--- src/rtl/spi_acl_pkg.sv ---
// Shared opcodes, register addresses and FSM encoding for the SPI accelerometer stand-in.
package spi_acl_pkg;

  localparam logic [7:0] OP_WRITE     = 8'h0A;
  localparam logic [7:0] OP_REG_READ  = 8'h0B;
  localparam logic [7:0] OP_FIFO_READ = 8'h0D;

  localparam logic [7:0] XDATA = 8'h08;
  localparam logic [7:0] YDATA = 8'h09;
  localparam logic [7:0] ZDATA = 8'h0A;

  typedef enum logic [2:0] {
    StIdle,
    StCmd,
    StAddr,
    StWdata,
    StRdata,
    StFdata,
    StIgnore
  } spi_state_e;

  function automatic logic is_reg_op(input logic [7:0] op);
    return (op == OP_WRITE) || (op == OP_REG_READ);
  endfunction

endpackage

--- src/rtl/sync_fifo_byte.sv ---
// Byte-wide synchronous FIFO; push is dropped when full, pop is ignored when empty.
module sync_fifo_byte #(
  parameter int unsigned DEPTH = 16
) (
  input  logic                     clk,
  input  logic                     rst,
  input  logic                     push,
  input  logic [7:0]               push_data,
  input  logic                     pop,
  output logic [7:0]               pop_data,
  output logic                     full,
  output logic                     empty,
  output logic [$clog2(DEPTH):0]   count
);

  localparam int unsigned AW = $clog2(DEPTH);

  logic [7:0]    mem [DEPTH];
  logic [AW-1:0] wr_ptr, rd_ptr;
  logic [AW:0]   cnt;
  logic          push_ok, pop_ok;

  assign full     = (cnt == (AW+1)'(DEPTH));
  assign empty    = (cnt == '0);
  assign push_ok  = push && !full;
  assign pop_ok   = pop && !empty;
  assign pop_data = mem[rd_ptr];
  assign count    = cnt;

  always_ff @(posedge clk) begin
    if (push_ok) mem[wr_ptr] <= push_data;
  end

  always_ff @(posedge clk or posedge rst) begin
    if (rst) begin
      wr_ptr <= '0;
      rd_ptr <= '0;
      cnt    <= '0;
    end else begin
      if (push_ok) wr_ptr <= wr_ptr + 1'b1;
      if (pop_ok)  rd_ptr <= rd_ptr + 1'b1;
      if (push_ok && !pop_ok)      cnt <= cnt + 1'b1;
      else if (pop_ok && !push_ok) cnt <= cnt - 1'b1;
    end
  end

endmodule

--- src/rtl/spi_acl_target.sv ---
// SPI Mode-0 target emulating the accelerometer register/FIFO command set, oversampled on clk.
module spi_acl_target
  import spi_acl_pkg::*;
#(
  parameter int unsigned REG_COUNT  = 64,
  parameter logic [7:0]  RO_LIMIT   = 8'h1F,
  parameter int unsigned FIFO_DEPTH = 16
) (
  input  logic                          clk,
  input  logic                          rst,
  input  logic                          sclk,
  input  logic                          cs,
  input  logic                          mosi,
  output logic                          miso,
  output logic                          miso_oe,
  input  logic                          host_we,
  input  logic [5:0]                    host_addr,
  input  logic [7:0]                    host_wdata,
  input  logic                          fifo_push,
  input  logic [7:0]                    fifo_data,
  output logic                          fifo_full,
  output logic [$clog2(FIFO_DEPTH):0]   fifo_count,
  output logic                          spi_wr_valid,
  output logic [5:0]                    spi_wr_addr,
  output logic [7:0]                    spi_wr_data
);

  localparam int unsigned AW = $clog2(REG_COUNT);

  // Synchronizers reset low so a CS already held low after reset never looks like a fall.
  logic [1:0] sclk_sync, cs_sync, mosi_sync;
  logic       sclk_prev, cs_prev;
  logic       sclk_rise, sclk_fall, cs_fall, cs_rise;

  always_ff @(posedge clk or posedge rst) begin
    if (rst) begin
      sclk_sync <= '0;
      cs_sync   <= '0;
      mosi_sync <= '0;
      sclk_prev <= 1'b0;
      cs_prev   <= 1'b0;
    end else begin
      sclk_sync <= {sclk_sync[0], sclk};
      cs_sync   <= {cs_sync[0], cs};
      mosi_sync <= {mosi_sync[0], mosi};
      sclk_prev <= sclk_sync[1];
      cs_prev   <= cs_sync[1];
    end
  end

  assign sclk_rise = sclk_sync[1] && !sclk_prev;
  assign sclk_fall = !sclk_sync[1] && sclk_prev;
  assign cs_fall   = !cs_sync[1] && cs_prev;
  assign cs_rise   = cs_sync[1] && !cs_prev;

  spi_state_e    state_q;
  logic [2:0]    bit_cnt_q;
  logic [7:0]    shift_q;
  logic          is_write_q;
  logic [AW-1:0] addr_q, addr_inc;
  logic [7:0]    tx_q;
  logic [7:0]    regs_q [REG_COUNT];

  logic [7:0] rx_byte, fifo_rdata, fifo_head;
  logic       byte_done, reg_we, fifo_pop, fifo_empty;

  assign rx_byte   = {shift_q[6:0], mosi_sync[1]};
  assign addr_inc  = addr_q + 1'b1;
  assign fifo_head = fifo_empty ? 8'h00 : fifo_rdata;

  always_comb begin
    byte_done = sclk_rise && !cs_rise && (bit_cnt_q == 3'd7) &&
                (state_q != StIdle) && (state_q != StIgnore);
    reg_we    = byte_done && (state_q == StWdata) && (8'(addr_q) >= RO_LIMIT);
    fifo_pop  = byte_done && ((state_q == StFdata) ||
                              ((state_q == StCmd) && (rx_byte == OP_FIFO_READ)));
  end

  // SPI write is applied after the host write so it wins on an address collision.
  always_ff @(posedge clk or posedge rst) begin
    if (rst) begin
      for (int i = 0; i < int'(REG_COUNT); i++) regs_q[i] <= 8'h00;
    end else begin
      if (host_we) regs_q[host_addr[AW-1:0]] <= host_wdata;
      if (reg_we)  regs_q[addr_q] <= rx_byte;
    end
  end

  sync_fifo_byte #(
    .DEPTH (FIFO_DEPTH)
  ) u_fifo (
    .clk       (clk),
    .rst       (rst),
    .push      (fifo_push),
    .push_data (fifo_data),
    .pop       (fifo_pop),
    .pop_data  (fifo_rdata),
    .full      (fifo_full),
    .empty     (fifo_empty),
    .count     (fifo_count)
  );

  always_ff @(posedge clk or posedge rst) begin
    if (rst) begin
      state_q      <= StIdle;
      bit_cnt_q    <= '0;
      shift_q      <= '0;
      is_write_q   <= 1'b0;
      addr_q       <= '0;
      tx_q         <= '0;
      miso         <= 1'b0;
      miso_oe      <= 1'b0;
      spi_wr_valid <= 1'b0;
      spi_wr_addr  <= '0;
      spi_wr_data  <= '0;
    end else begin
      spi_wr_valid <= 1'b0;
      if (cs_rise) begin
        state_q   <= StIdle;
        bit_cnt_q <= '0;
        tx_q      <= '0;
        miso      <= 1'b0;
        miso_oe   <= 1'b0;
      end else if (state_q == StIdle) begin
        if (cs_fall) begin
          state_q   <= StCmd;
          bit_cnt_q <= '0;
          tx_q      <= '0;
          miso      <= 1'b0;
          miso_oe   <= 1'b1;
        end
      end else begin
        if (sclk_rise && (state_q != StIgnore)) begin
          shift_q   <= rx_byte;
          bit_cnt_q <= bit_cnt_q + 1'b1;
        end
        if (byte_done) begin
          unique case (state_q)
            StCmd: begin
              if (is_reg_op(rx_byte)) begin
                is_write_q <= (rx_byte == OP_WRITE);
                state_q    <= StAddr;
              end else if (rx_byte == OP_FIFO_READ) begin
                state_q <= StFdata;
                tx_q    <= fifo_head;
              end else begin
                state_q <= StIgnore;
              end
            end
            StAddr: begin
              addr_q <= rx_byte[AW-1:0];
              if (is_write_q) begin
                state_q <= StWdata;
              end else begin
                state_q <= StRdata;
                tx_q    <= regs_q[rx_byte[AW-1:0]];
              end
            end
            StWdata: begin
              spi_wr_valid <= 1'b1;
              spi_wr_addr  <= 6'(addr_q);
              spi_wr_data  <= rx_byte;
              addr_q       <= addr_inc;
            end
            StRdata: begin
              addr_q <= addr_inc;
              tx_q   <= regs_q[addr_inc];
            end
            StFdata: tx_q <= fifo_head;
            default: ;
          endcase
        end
        if (sclk_fall) begin
          if ((state_q == StRdata) || (state_q == StFdata)) begin
            miso <= tx_q[7];
            tx_q <= {tx_q[6:0], 1'b0};
          end else begin
            miso <= 1'b0;
          end
        end
      end
    end
  end

endmodule

--- config.mk ---
export PLATFORM = sky130hd
export DESIGN_NAME = spi_acl_target
export DESIGN_NICKNAME = d
export VERILOG_FILES = /design/src/rtl/spi_acl_pkg.sv /design/src/rtl/sync_fifo_byte.sv /design/src/rtl/spi_acl_target.sv
export SDC_FILE = /design/constraint.sdc
export NUM_CORES = 2
export LEC_CHECK = 0
export CAP_MARGIN = 20
export CORE_AREA = 10 10 291 293
export DETAILED_ROUTE_END_ITERATION = 8
export DIE_AREA = 0 0 301 303
export PLACE_DENSITY_LB_ADDON = 0.1
export SLEW_MARGIN = 20
export SYNTH_ARGS = -nofsm -noshare
export SYNTH_HDL_FRONTEND = slang
export SYNTH_HIERARCHICAL = 1
export SYNTH_SLANG_ARGS = --single-unit
--- constraint.sdc ---
create_clock -name clk -period 38.6 [get_ports clk]
set_input_delay 7.72 -clock clk [delete_from_list [all_inputs] [get_ports clk]]
set_output_delay 7.72 -clock clk [all_outputs]
set_load 0.1 [all_outputs]
== After elaboration in Yosys (flattened, before gate mapping) ==
Memory sizes are Yosys's and may differ from the RTL's.
Cells that the tools add are included.

* Register bits: 578
* Latch bits: 0
* Bits in writable memories: 128
* Bits in read-only memories: 0
* Input bits: 29
* Output and inout port bits: 23
* Word-level logic and storage cells: 220
* Memories: 1

* Add/sub/neg operators: 6
* $mul: 0
* Div/mod/pow operators: 0
* Magnitude comparators: 7
* Equal/unequal tests: 12
* Shift-type cells: 0
* Multiplexer cells: 54
* Bitwise gates (word level): 6
* Reduce and logical (&&, ||, !) cells: 51

{| class="wikitable"
|+ Memory list
! name !! depth !! bits a word !! rd ports !! clocked after Yosys merged registers in !! write ports !! line !! RTL
|-
| u_fifo.mem || 16 || 8 || 1 || 0 || 1 || sync_fifo_byte.sv:18 || <nowiki>logic [7:0] mem [DEPTH];</nowiki>
|}

{| class="wikitable"
|+ Operators with widths
! kind !! number
|-
| $bwmux 512 || 2
|-
| $mux 512 || 2
|-
| $mux 8 || 16
|-
| $bmux 8 s6 || 2
|-
| $demux 8 s6 || 2
|-
| $pmux 8 s4 || 1
|-
| $mux 3 || 10
|-
| $ge 7x7->1 const B || 4
|-
| $not 6->7 || 4
|-
| $eq 8x4->1 const B || 3
|-
| $logic_and 1x1->1 || 19
|-
| $lt 7x1->1 const B || 2
|-
| $mux 1 || 14
|-
| $pmux 6 s2 || 1
|-
| $reduce_bool 3->1 || 4
|-
| $mux 5 || 2
|-
| $eq 3x3->1 const B || 3
|-
| $logic_not 1->1 || 9
|-
| $add 4x1->4 const B || 2
|-
| $reduce_and 4->1 || 2
|-
| $reduce_bool 2->1 || 4
|-
| $add 6x1->6 const B || 1
|-
| $eq 3x2->1 const B || 2
|-
| $ge 6x5->1 const B || 1
|-
| other kinds (17) || 24
|}

== Longest topological paths before layout ==
* Depth after elaboration: 12
* Depth in mapped cells: 15
* Depth with buffers taken out: 14

== Hierarchy ==
Netlist, hierarchy kept.

{| class="wikitable"
|+ By module, submodules not included
! module !! times used !! cells an instance !! area an instance (um2) !! seq. area each (um2)
|-
| spi_acl_target || 1 || 2865 || 33294.4 || 14138.6
|-
| sync_fifo_byte || 1 || 323 || 5774.3 || 4169.0
|}

== Least setup slack after synthesis ==
OpenSTA, ideal clock, no wires.

* Path type: reg2out
* From: reg u_fifo.cnt[0] (netlist: u_fifo/count[0])
* To: out fifo_full
* Arrival time: 2.094 ns
* Data required time: 30.880 ns
* Path slack: 28.786 ns
* Stages on the path, launching flop included: 3
* Path buffers: 0
* Path through: dfrtp_1 -> nor4_1 -> and2_1

* Cells in the longest elaborated chain, start to end: 1

{| class="wikitable"
|+ RTL lines
! what !! line !! RTL
|-
| start: declaration || sync_fifo_byte.sv:20 || <nowiki>logic [AW:0] cnt;</nowiki>
|-
| start signal: assignment || sync_fifo_byte.sv:42 || <nowiki>if (push_ok && !pop_ok) cnt <= cnt + 1'b1;</nowiki>
|-
| start signal: assignment || sync_fifo_byte.sv:43 || <nowiki>else if (pop_ok && !push_ok) cnt <= cnt - 1'b1;</nowiki>
|-
| $eq 5x5->1 || sync_fifo_byte.sv:23 || <nowiki>assign full = (cnt == (AW+1)'(DEPTH));</nowiki>
|-
| end: declaration || spi_acl_target.sv:21 || <nowiki>output logic fifo_full,</nowiki>
|}

No other way between the ends.

== Final worst setup path ==
Ends and elaborated chain as after synthesis.

==> reports/summary.txt <==
Setup TNS = 0 ns
CTS clock-pin slew for the worst setup and hold paths = 0.06 ns
Crit path largest cell delay = 1.13 ns
CTS tree = yes
Core ar. = 78610 um^2
multiplexer share of the synthesized area = 32.37%
CTS Root Cell = clkbuf_16
synthesis warning total = 6
hold_ws = 0.3471 ns
Overall Power = 0.002408 W
Max Freq = 94.42 MHz
main combinational cell family by area after synthesis = multiplexers
peak fanout along the critical path = 6
Synth Area in Adders = 0.4676%
RSZ-0062 raised after global routing = false
Avg Inst Size Synth = 12.25 um^2
r2r worst-path depth = 10
Nets = 3146
CP cell instances = nor4_1 > and2_1 > clkdlybuf4s50_1
first-pass GRT wire length = 185.3 mm
Synth Flop Type = dfrtp_1
Hold Crit Depth = 0
via count = 27617
DRC violations left = 0
share of layout cells above drive strength 1 = 23.79%
Sw Pwr = 0.0008136 W
reg2reg end = tx_q[5]$_DFFE_PP0P_
peak supply drop = 86.18 uV
total number of H-tree levels = 3
Flop pwr share = 40.1%
later-pin clock latency in the skew report = 0.67 ns
Worst Hold Class = flop to flop
Syn Std Cell Area = 39070 um^2
Max Slew Vio Count = 0
Comb power frac = 25.7%
slowest CP cell = clkdlybuf4s50_1
Gate Count Post-Synth = 3188
Post-CTS Hold Fix Bufs = 0
global-route usage over all layers = 27.00%
HP Start = cs_sync[0]$_DFF_PP0_
pin count of the biggest net entering global routing = 179
Pre-antenna DRT Iters = 5
area leader, netlist = dfrtp_1
Final Skew = 0.03579 ns
Final HPWL DP = 77.91 mm
power density over cell area = 56.05 nW/um^2
fin crit period = 10.59 ns
Routed WL = 124.2 mm
CP startpoint kind = flop
antenna violations before repair = 3
internal cell power = 0.001595 W
critical path's top delay family = buffers and inverters
maximum clock path buffer count = 3
Synth Area in XOR/XNOR = 0.3587%
row count = 103
Die W = 301 um
sequential area share after synthesis = 46.86%
Setup CP Type = flop to output port
CP Data Arrival Time = 2.87 ns
complex-gate fraction of the synthesized area = 7.875%
post-synth cell types = 80
non-filler instance count after layout = 4220
Yosys top cell area share = 37.02%
Synth Area in Simple Gates = 8.532%
Area Overhead vs Synth = 9.986%
gpl congestion = 0.9105
DP Cell Count = 4069
post-cts sizing count = 0
sw frac = 33.78%
ranking of synthesized cells by area = dfrtp_1 (37%), mux4_2 (15%), mux2i_1 (10%)
Routed Antenna Nets = 0
Rel. slew slack = 22.80%
Max Cap Viol = 0
end of the worst hold path = cs_sync[1]$_DFF_PP0_
Yosys reg bits = 706
CTS sink cnt = 706
Post-CTS Setup Repair Bufs = 0
final worst path period share = 27.44%
number of synthesized flops with an enable pin = 128
Setup crit end kind = output port
num ports = 52
standby leakage power = 16.80 nW
setup violators final = 0
Reg2Reg Setup Slack = 33.35 ns
actual slew at the worst max-slew pin = 1.154 ns
count of final hold-check violations = 0
Async SR Flop Fraction = 81.87%
WP data required = 30.88 ns
CTS buffer count = 82
WL/cell = 29.43 um
number of buffers and inverters on the critical path = 1
outcome = finished, final reports clean
Mapped Nets = 3231
number of vias per cell = 6.544
antenna diode count = 0
Initial DRC Count = 3044
vias in the first global route = 27443
chip height = 303 um
area of the die = 91200 um^2
clock share of power = 34.2%
remaining global-route overflow = 0
reg-to-reg startpoint = shift_q[0]$_DFFE_PP0P_
synth cell count leaders = dfrtp_1 (578), mux2i_1 (397), nor2_1 (293)
initial cell density of the core = 49.70%
IO buf count = 51
top-count cell post-synth = dfrtp_1
-- registers in the layout (all words and copies together) (netlist names) --
name / cells
addr_q: 6
bit_cnt_q: 3
cs_prev: 1
cs_sync: 2
is_write_q: 1
miso: 1
miso_oe: 1
mosi_sync: 2
regs_q: 512
sclk_prev: 1
sclk_sync: 2
shift_q: 7
spi_wr_addr: 6
spi_wr_data: 8
spi_wr_valid: 1
state_q: 3
tx_q: 8
u_fifo/count: 5
u_fifo/mem: 128
u_fifo/rd_ptr: 4
u_fifo/wr_ptr: 4
-- worst max-delay path by stage --
stage,endpoint,slack (ns),start,cells past startpoint
after floorplan,addr_q[0]$_DFFE_PP0P_,15.08,rst,1
after global placement,regs_q[337]$_DFF_PP0_,27.54,host_addr[1],4
after detailed placement,regs_q[320]$_DFF_PP0_,27.45,host_addr[1],4
after CTS,fifo_full,27.96,u_fifo/count[0]$_DFFE_PP0P_,3
after global routing,fifo_full,27.90,u_fifo/count[0]$_DFFE_PP0P_,3
final,fifo_full,28.01,u_fifo/count[0]$_DFFE_PP0P_,3
-- cells in the final DEF, fill, tap and decap left out, types with 9 or more instances in the layout --
cell type,instances
a211oi_1,15
a21oi_1,260
a221oi_1,30
a22oi_1,15
a311oi_1,9
a31oi_1,19
buf_4,52
bufinv_16,10
clkbuf_1,21
clkbuf_16,82
clkbuf_8,9
clkdlybuf4s50_1,43
clkinv_2,13
dfrtp_1,569
edfxtp_1,128
ha_1,12
inv_1,19
mux2_2,256
mux2i_1,397
mux4_2,257
nand2_1,254
nand2b_1,14
nand3_1,38
nor2_1,292
nor2b_1,22
nor3_1,14
nor4_1,14
o21ai_0,89
xnor2_1,9
-- routing by layer --
metal	wire length, um	global-route usage [%]
met5	29	0
met4	4531	9.822
met3	11090	6.250
met2	57050	41.43
met1	51500	37.29
-- per-stage QoR --
stage	instance area, um^2	setup WS [ns]	utilization (%)
2_1_floorplan	39070	15.08	-
3_3_place_gp	40120	27.54	51.03
3_5_place_dp	40130	27.45	51.04
4_1_cts	42960	27.96	54.65
5_1_grt	42970	27.90	54.66
6_report	42970	28.01	54.66
-- cell families (layout without fill, tap and decap cells) --
group	count (synthesis)	count (layout)
compound gates	513	513
xor+xnor	16	16
fa+ha+maj	14	14
buf+inv	296	278
flops	706	706
mux	910	910
simple gates	733	733
-- layout make-up --
cell class | instances | area, um^2
repair buffers | 106 | 920.9
clock buffers | 112 | 2255
inverters | 21 | 91.34
well taps | 1050 | 1314
fillers | 6615 | 35640
multi-input cells | 2186 | 19480
flip-flops and latches | 706 | 18330
clock inverters | 39 | 580.6
-- worst reg2reg max path, stage by stage, from the launching register on --
cell and delay, ns:
dfrtp_4 0.68, buf_4 0.52, buf_12 0.58, buf_4 0.64, mux2i_1 0.43, a221oi_1 0.15
a221oi_1 0.58, nor4_1 0.28, a311oi_1 0.85, a21oi_1 0.19, o22a_1 0.23
-- power by group through the flow --
stage / Clock (W) / Combinational (W) / Sequential [W]
6_report: 0.000823 / 0.000619 / 0.000966
3_5_place_dp: 0 / 0.000615 / 0.000976
3_3_place_gp: 0 / 0.000602 / 0.000968
5_1_grt: 0.000865 / 0.000658 / 0.000978
2_1_floorplan: 0 / 0.000448 / 0.000936
4_1_cts: 0.000834 / 0.000616 / 0.000963
Power figures use the tool's default switching activity.
